`config.mk`:
```
export PLATFORM = sky130hd
export DESIGN_NAME = tl_inflight_tracker_flat
export DESIGN_NICKNAME = d
export VERILOG_FILES = /design/src/rtl/tl_pkg.sv /design/src/rtl/tl_inflight_tracker_if.sv /design/src/rtl/tl_beat_counter.sv /design/src/rtl/tl_inflight_tracker.sv /design/src/flat_wrapper.sv
export SDC_FILE = /design/constraint.sdc
export NUM_CORES = 1
export LEC_CHECK = 0
export ABC_AREA = 1
export CAP_MARGIN = 20
export CORE_ASPECT_RATIO = 1.2
export CORE_MARGIN = 5
export CORE_UTILIZATION = 42
export DETAILED_ROUTE_END_ITERATION = 6
export GPL_ROUTABILITY_DRIVEN = 0
export SYNTH_ARGS = -nofsm -noshare
export SYNTH_HDL_FRONTEND = slang
export SYNTH_HIERARCHICAL = 1
export SYNTH_SLANG_ARGS = --single-unit
```
`constraint.sdc`:
```
create_clock -name clock -period 7.3 [get_ports clock]
set_input_delay 1.46 -clock clock [delete_from_list [all_inputs] [get_ports clock]]
set_output_delay 1.46 -clock clock [all_outputs]
set_load 0.01 [all_outputs]
```
`src/rtl/tl_pkg.sv`:
```
// Shared TileLink opcode, beat-count and error-index definitions for the
// in-flight tracker.
package tl_pkg;

    localparam logic [2:0] PutFullData    = 3'd0;
    localparam logic [2:0] PutPartialData = 3'd1;
    localparam logic [2:0] ArithmeticData = 3'd2;
    localparam logic [2:0] LogicalData    = 3'd3;
    localparam logic [2:0] Get            = 3'd4;

    localparam logic [2:0] AccessAck      = 3'd0;
    localparam logic [2:0] AccessAckData  = 3'd1;
    localparam logic [2:0] GrantData      = 3'd5;

    localparam int ERR_W            = 5;
    localparam int ERR_SRC_REUSE    = 0;
    localparam int ERR_D_UNEXPECTED = 1;
    localparam int ERR_A_BURST_CHG  = 2;
    localparam int ERR_D_BURST_CHG  = 3;
    localparam int ERR_TIMEOUT      = 4;

    function automatic logic a_has_data(input logic [2:0] opcode);
        case (opcode)
            PutFullData, PutPartialData, ArithmeticData, LogicalData: return 1'b1;
            Get:     return 1'b0;
            default: return 1'b0;
        endcase
    endfunction

    function automatic logic d_has_data(input logic [2:0] opcode);
        case (opcode)
            AccessAckData, GrantData: return 1'b1;
            AccessAck: return 1'b0;
            default:   return 1'b0;
        endcase
    endfunction

    // Sub-bus-width transfers still occupy one beat.
    function automatic logic [31:0] num_beats(input logic [31:0] size, input logic has_data,
                                              input int unsigned beat_log2);
        logic [31:0] b;
        b = (32'd1 << size) >> beat_log2;
        if (!has_data || b == '0) b = 32'd1;
        return b;
    endfunction

endpackage

```
`src/rtl/tl_inflight_tracker_if.sv`:
```
// A/D channel signal bundle observed by the in-flight tracker.
interface tl_inflight_tracker_if #(
    parameter int SOURCE_W = 3,
    parameter int SIZE_W   = 3
);
    logic                a_valid;
    logic                a_ready;
    logic [2:0]          a_opcode;
    logic [SIZE_W-1:0]   a_size;
    logic [SOURCE_W-1:0] a_source;
    logic                d_valid;
    logic                d_ready;
    logic [2:0]          d_opcode;
    logic [SIZE_W-1:0]   d_size;
    logic [SOURCE_W-1:0] d_source;

    modport master (
        output a_valid, a_opcode, a_size, a_source, d_ready,
        input  a_ready, d_valid, d_opcode, d_size, d_source
    );

    modport slave (
        input  a_valid, a_opcode, a_size, a_source, d_ready,
        output a_ready, d_valid, d_opcode, d_size, d_source
    );

    modport monitor (
        input a_valid, a_ready, a_opcode, a_size, a_source,
              d_valid, d_ready, d_opcode, d_size, d_source
    );
endinterface

```
`src/rtl/tl_beat_counter.sv`:
```
// Per-channel beat counter: remaining beats of the current message, 0 = idle/first.
module tl_beat_counter
    import tl_pkg::*;
#(
    parameter int SIZE_W    = 3,
    parameter int BEAT_LOG2 = 2
) (
    input  logic              clock,
    input  logic              reset_n,
    input  logic              fire,
    input  logic              has_data,
    input  logic [SIZE_W-1:0] size,
    output logic              first,
    output logic              last
);
    localparam int CNT_W = 2 ** SIZE_W;

    logic [CNT_W-1:0] cnt;
    logic [CNT_W-1:0] beats;

    assign beats = CNT_W'(num_beats(32'(size), has_data, BEAT_LOG2));
    assign first = (cnt == '0);
    assign last  = (cnt == CNT_W'(1)) | (first & (beats == CNT_W'(1)));

    always_ff @(posedge clock or negedge reset_n) begin
        if (!reset_n) begin
            cnt <= '0;
        end else if (fire) begin
            cnt <= first ? beats - 1'b1 : cnt - 1'b1;
        end
    end
endmodule

```
`src/rtl/tl_inflight_tracker.sv`:
```
// Passive TileLink A/D tracker: beat first/last, in-flight source bitmap,
// watchdog and sticky protocol-error flags.
module tl_inflight_tracker
    import tl_pkg::*;
#(
    parameter int SOURCE_W  = 3,
    parameter int SIZE_W    = 3,
    parameter int BEAT_LOG2 = 2,
    parameter int TIMEOUT   = 1024
) (
    input  logic                   clock,
    input  logic                   reset_n,
    tl_inflight_tracker_if.monitor tl,
    input  logic                   err_clear,
    output logic                   a_first,
    output logic                   a_last,
    output logic                   d_first,
    output logic                   d_last,
    output logic [2**SOURCE_W-1:0] inflight,
    output logic [SOURCE_W:0]      inflight_cnt,
    output logic [ERR_W-1:0]       err,
    output logic                   err_any
);
    localparam int NSRC = 2 ** SOURCE_W;
    localparam int WD_W = (TIMEOUT > 0) ? $clog2(TIMEOUT + 1) : 1;
    localparam logic [WD_W-1:0] WD_MAX = WD_W'(TIMEOUT);

    logic a_fire, d_fire, a_set, d_open, d_clr;

    assign a_fire = tl.a_valid & tl.a_ready;
    assign d_fire = tl.d_valid & tl.d_ready;
    assign a_set  = a_fire & a_first;
    assign d_open = d_fire & d_first;
    assign d_clr  = d_fire & d_last;

    tl_beat_counter #(.SIZE_W(SIZE_W), .BEAT_LOG2(BEAT_LOG2)) u_a_beats (
        .clock    (clock),
        .reset_n  (reset_n),
        .fire     (a_fire),
        .has_data (a_has_data(tl.a_opcode)),
        .size     (tl.a_size),
        .first    (a_first),
        .last     (a_last)
    );

    tl_beat_counter #(.SIZE_W(SIZE_W), .BEAT_LOG2(BEAT_LOG2)) u_d_beats (
        .clock    (clock),
        .reset_n  (reset_n),
        .fire     (d_fire),
        .has_data (d_has_data(tl.d_opcode)),
        .size     (tl.d_size),
        .first    (d_first),
        .last     (d_last)
    );

    logic [2:0]          a_op_q, d_op_q;
    logic [SIZE_W-1:0]   a_size_q, d_size_q;
    logic [SOURCE_W-1:0] a_src_q, d_src_q;

    always_ff @(posedge clock or negedge reset_n) begin
        if (!reset_n) begin
            a_op_q   <= '0;
            a_size_q <= '0;
            a_src_q  <= '0;
            d_op_q   <= '0;
            d_size_q <= '0;
            d_src_q  <= '0;
        end else begin
            if (a_set) begin
                a_op_q   <= tl.a_opcode;
                a_size_q <= tl.a_size;
                a_src_q  <= tl.a_source;
            end
            if (d_open) begin
                d_op_q   <= tl.d_opcode;
                d_size_q <= tl.d_size;
                d_src_q  <= tl.d_source;
            end
        end
    end

    logic [WD_W-1:0] wd, wd_inc;
    logic            timeout_hit;

    // Flag only on the transition into TIMEOUT so err_clear can re-arm it.
    always_comb begin
        if (d_fire || inflight_cnt == '0) wd_inc = '0;
        else if (wd == WD_MAX)            wd_inc = wd;
        else                              wd_inc = wd + 1'b1;
        timeout_hit = (TIMEOUT != 0) && (wd != WD_MAX) && (wd_inc == WD_MAX);
    end

    logic [NSRC-1:0]     inflight_nxt;
    logic [SOURCE_W:0]   cnt_nxt;
    logic [ERR_W-1:0]    err_evt;
    logic [ERR_W-1:0]    err_nxt;

    // Clear before set: a same-cycle reuse of the retiring source keeps the bit.
    always_comb begin
        inflight_nxt = inflight;
        if (d_clr) inflight_nxt[tl.d_source] = 1'b0;
        if (a_set) inflight_nxt[tl.a_source] = 1'b1;

        err_evt = '0;
        err_evt[ERR_SRC_REUSE] = a_set &
            (inflight[tl.a_source] | (d_clr & (tl.d_source == tl.a_source)));
        err_evt[ERR_D_UNEXPECTED] = d_open & ~inflight[tl.d_source] &
            ~(a_set & (tl.a_source == tl.d_source));
        err_evt[ERR_A_BURST_CHG] = a_fire & ~a_first &
            ({tl.a_opcode, tl.a_size, tl.a_source} != {a_op_q, a_size_q, a_src_q});
        err_evt[ERR_D_BURST_CHG] = d_fire & ~d_first &
            ({tl.d_opcode, tl.d_size, tl.d_source} != {d_op_q, d_size_q, d_src_q});
        err_evt[ERR_TIMEOUT] = timeout_hit;

        err_nxt = (err_clear ? '0 : err) | err_evt;
    end

    always_comb begin
        cnt_nxt = '0;
        for (int unsigned i = 0; i < NSRC; i++) begin
            cnt_nxt = cnt_nxt + (SOURCE_W + 1)'(inflight_nxt[i]);
        end
    end

    always_ff @(posedge clock or negedge reset_n) begin
        if (!reset_n) begin
            inflight     <= '0;
            inflight_cnt <= '0;
            err          <= '0;
            err_any      <= 1'b0;
            wd           <= '0;
        end else begin
            inflight     <= inflight_nxt;
            inflight_cnt <= cnt_nxt;
            err          <= err_nxt;
            err_any      <= |err_nxt;
            wd           <= err_clear ? '0 : wd_inc;
        end
    end
endmodule

```
`src/flat_wrapper.sv`:
```
// flat-port wrapper written by rule: the top's interface ports become plain ports
module tl_inflight_tracker_flat import tl_pkg::*;
#(
    parameter int SOURCE_W  = 3,
    parameter int SIZE_W    = 3,
    parameter int BEAT_LOG2 = 2,
    parameter int TIMEOUT   = 1024
)
  (clock, reset_n, err_clear, a_first, a_last, d_first, d_last, inflight, inflight_cnt, err, err_any, tl_a_valid, tl_a_ready, tl_a_opcode, tl_a_size, tl_a_source, tl_d_valid, tl_d_ready, tl_d_opcode, tl_d_size, tl_d_source);
  tl_inflight_tracker_if #(.SOURCE_W(SOURCE_W), .SIZE_W(SIZE_W)) tl_i ();
  input  logic clock;
  input  logic reset_n;
  input  logic err_clear;
  output logic a_first;
  output logic a_last;
  output logic d_first;
  output logic d_last;
  output logic [2**SOURCE_W-1:0] inflight;
  output logic [SOURCE_W:0] inflight_cnt;
  output logic [ERR_W-1:0] err;
  output logic err_any;
  input wire logic [$bits(tl_i.a_valid)-1:0] tl_a_valid;
  input wire logic [$bits(tl_i.a_ready)-1:0] tl_a_ready;
  input wire logic [$bits(tl_i.a_opcode)-1:0] tl_a_opcode;
  input wire logic [$bits(tl_i.a_size)-1:0] tl_a_size;
  input wire logic [$bits(tl_i.a_source)-1:0] tl_a_source;
  input wire logic [$bits(tl_i.d_valid)-1:0] tl_d_valid;
  input wire logic [$bits(tl_i.d_ready)-1:0] tl_d_ready;
  input wire logic [$bits(tl_i.d_opcode)-1:0] tl_d_opcode;
  input wire logic [$bits(tl_i.d_size)-1:0] tl_d_size;
  input wire logic [$bits(tl_i.d_source)-1:0] tl_d_source;
  assign tl_i.a_valid = tl_a_valid;
  assign tl_i.a_ready = tl_a_ready;
  assign tl_i.a_opcode = tl_a_opcode;
  assign tl_i.a_size = tl_a_size;
  assign tl_i.a_source = tl_a_source;
  assign tl_i.d_valid = tl_d_valid;
  assign tl_i.d_ready = tl_d_ready;
  assign tl_i.d_opcode = tl_d_opcode;
  assign tl_i.d_size = tl_d_size;
  assign tl_i.d_source = tl_d_source;
  tl_inflight_tracker #(.SOURCE_W(SOURCE_W), .SIZE_W(SIZE_W), .BEAT_LOG2(BEAT_LOG2), .TIMEOUT(TIMEOUT)) u_core (.clock(clock), .reset_n(reset_n), .tl(tl_i), .err_clear(err_clear), .a_first(a_first), .a_last(a_last), .d_first(d_first), .d_last(d_last), .inflight(inflight), .inflight_cnt(inflight_cnt), .err(err), .err_any(err_any));
endmodule
```
==> results.txt <==
The synthesized design contains 0 enable-type register cells. The flow ran to the end, and the final reports show no timing, DRC or antenna violations. In this run, the number of DRC markers left after iteration 0 of detailed routing was 204.

The initial standard-cell utilization of the core is 43.05%, and the synthesized cell area is 4309 um2. The cell at the root of the clock tree is clkbuf_16. The core region is 10010 um2. Together, buffers and inverters on the worst path number 7. The tools report the worst-case headroom to the max-slew limit as 46.15%.

The worst setup path is launched from a primary input. For the max-slew violation count, the log shows 0. Summed over all failing endpoints, the final setup total negative slack is 0 ps. The final count of hold timing violations is 0, and the maximum single-stage delay on the critical path is 520 ps. The minimum clock period came out at 5906 ps.

After clock tree synthesis, the repair step resized 0 gates. The clock passes through at most 2 buffers. The worst hold path belongs to the class reg2reg. Leading cell type in the layout, fill and taps excluded: nand2_1. Grouping stages by cell kind, the critical path spends the most delay in adder cells. The most used flip-flop cell after synthesis is dfrtp_1.

The total die area is 12390 um2, and the overall track demand over capacity in global routing is 17.35%. The number of nets handed over by synthesis was 651. The tools report the final-report setup violation count as 0. The worst-case IR drop observed on VDD is 163.4 uV. The pin count of the biggest net entering global routing was 64. For the leakage power, the log shows 2.682 nW.

The number of placement rows was 40; the number of antenna violations at the first check in global routing was 0. Averaged over all synthesized cells, the footprint is 7.099 um2. The final layout contains 701 nets. For this run, design rule violations remaining after detail routing come to 0.

The logs give 0 for the post-CTS repair timing setup buffer count and 0 for the final antenna diode count. TritonCTS built the clock tree. The tools report the type of destination of the critical path as a register. Counting every sink on the clock net gives 63. Traced cell by cell, the critical path runs through clkdlybuf4s50_1 -> nor2_1 -> nand2_1 -> nand2_1 -> inv_1 -> ha_1 -> nand2_1 -> o21ai_0 -> inv_1 -> nor2_1 -> inv_1 -> o41ai_1 -> o21ai_0 -> fa_1 -> inv_1 -> fa_1 -> fa_1 -> inv_1 -> ha_1 -> inv_1 -> fa_1 -> xnor2_1. Detailed placement finished with a half-perimeter wire length of 7462 um. For this run the aggregate overflow at the end of global routing stands at 0.

The die is 102.5 um wide. Before antenna repair, the detailed router went through 4 iterations. The run gives 3791 as the via count of the first global-routing pass. The dominant cell type by count on the critical path is inv_1. The cell count after synthesis came out at 607.

The setup path with the least slack is of type in2reg. The clock-pin slew of the registers on the worst-case setup and hold paths was 50 ps. In the routed layout, each cell is associated on average with a via count of 4.918. The share of the cycle needed by the critical path after routing works out to 80.90%. The number of max-cap violations was 0; the maximum achievable frequency was 0.1693 GHz. Of the cells placed in the final design, the portion with a size suffix greater than 1 is 8.459%. Relative to the synthesized area, the layout overhead comes to 19.92%. In this run the most critical hold path is launched from u_core/u_a_beats/cnt[1].

In the layout the commonest cells are nand2_1, inv_1, nor2_1. Data arrives at the worst endpoint at 6120 ps. Setup repair after global routing left no endpoint under its margin. The required time at the worst-slack endpoint came out at 7510 ps. After detailed routing, the average wire length per cell comes to 12.49 um.

The post-detailed-routing wire length is 9842 um. The largest individual stage delay along the critical path comes from the cell clkdlybuf4s50_1. The run gives 17330 um as the global-route wire length before repair.

The number of hold buffers added after CTS was 0. The completed layout was analyzed and its total power is 0.001536 W. Total vias in the final route: 3875. The number of buffers created by CTS was 9.

The share of the yosys chip area belonging to registers is 36.59%. The power per standard cell area came out at 297.2 nW/um2. Worst-margin pin slew: 807.7 ps. The number of warnings printed during yosys synthesis came out at 6.

In this run the worst setup path begins at tl_d_opcode[1]. The final core utilization was 51.63%. The number of input and output port buffers inserted is 46, and the flip-flop and latch count after synthesis is 63. The die is 121.0 um tall.

The number of H-tree branching levels is 3, and the maximum fanout along the worst path is 6. Between clock sinks in the finished design, the worst skew comes to 6.958 ps. The run gives 47 as the boundary pin count. The later pin in the worst-skew pair is clocked with a latency of 330 ps. The proportion of register bits with asynchronous set or reset after synthesis is 100.0%.

The startpoint identified for the worst register-to-register timing path is u_core/u_d_beats/cnt[0]. The detail route stage leaves a number of antenna-violating nets equal to 0. After synthesis, the netlist uses 44 different library cells.
## layout make-up
cell class                 count  area (um2)
sequential                    63        1577
multi-input combinational    447        2331
clock inverter                 6       60.06
inverter                      88       332.8
tap                          126       157.7
fill                         990        4842
timing repair buffer          48       470.5
clock buffer                  10       239.0
## sequential cells by signal, indices dropped and copies added, names as in the netlist
signal	cells
u_core/wd	11
u_core/inflight	8
u_core/u_a_beats/cnt	8
u_core/u_d_beats/cnt	8
u_core/err	5
u_core/inflight_cnt	4
u_core/a_op_q	3
u_core/a_size_q	3
u_core/a_src_q	3
u_core/d_op_q	3
u_core/d_size_q	3
u_core/d_src_q	3
u_core/err_any	1
## tightest hold or removal path: stages (launching register included)
cell and delay, ps:
dfrtp_1 340, nand2_1 50, o21ai_1 60
## per-stage QoR
stage                     cells  hold slack, ps  setup WS (ps)  cell area, um2
after CTS                   788           495.4           1421            5167
after floorplan             607           458.8           1869            4309
final                       788           494.0           1394            5167
after global routing        788           510.0           1064            5167
after detailed placement    772           481.2           1106            4868
after global placement      772           474.6           1252            4868
## where the power goes
part	internal [W]	total, W	switching, W
Sequential	0.000452	0.000543	0.0000913
Clock	0.000271	0.000430	0.000159
Combinational	0.000239	0.000563	0.000324
Total	0.000962	0.00154	0.000574
## final timing paths
kind,slack [ps],depth (start not counted),end
worst max-delay path,1390,22,u_core/inflight_cnt[2]
worst min-delay path,490,2,u_core/u_a_beats/cnt[1]
worst max register to register,2520,20,u_core/inflight_cnt[2]
worst min register to register,490,2,u_core/u_a_beats/cnt[1]
max in group asynchronous,5470,2,u_core/a_op_q[0]
min in group asynchronous,1300,2,u_core/u_d_beats/cnt[7]
## cell families after synthesis
group / synth area share, %
simple gates: 37.54
buf+inv: 9.320
flops: 36.59
compound gates: 6.069
xor+xnor: 4.268
fa+ha+maj: 6.214
## cells in the mapped netlist (4+ instances only)
master / instances / area, um2
fa_1: 4 / 80.08
nor3_1: 4 / 20.02
nand2_1: 194 / 728.2
o21ai_0: 17 / 85.08
inv_1: 79 / 296.5
ha_1: 15 / 187.7
a21oi_1: 8 / 40.04
nand4_1: 13 / 81.33
nor2_2: 7 / 43.79
xor2_1: 9 / 78.83
nor2_4: 4 / 45.04
nor2_1: 74 / 277.8
xnor2_1: 12 / 105.1
nand2_2: 5 / 31.28
inv_2: 7 / 26.28
nand3_1: 48 / 240.2
dfrtp_1: 63 / 1577
## metal layers
| metal | vias up | wire length, um | GRT usage (%) |
|---|---|---|---|
| li1 | 1995 | - | - |
| met1 | 1798 | 4593 | 22.56 |
| met2 | 74 | 4824 | 28.43 |
| met3 | 8 | 337 | 3.968 |
| met4 | 0 | 87 | 5.332 |
| met5 | - | 0 | 0 |
Note: power is estimated with default switching activity, not from simulation.
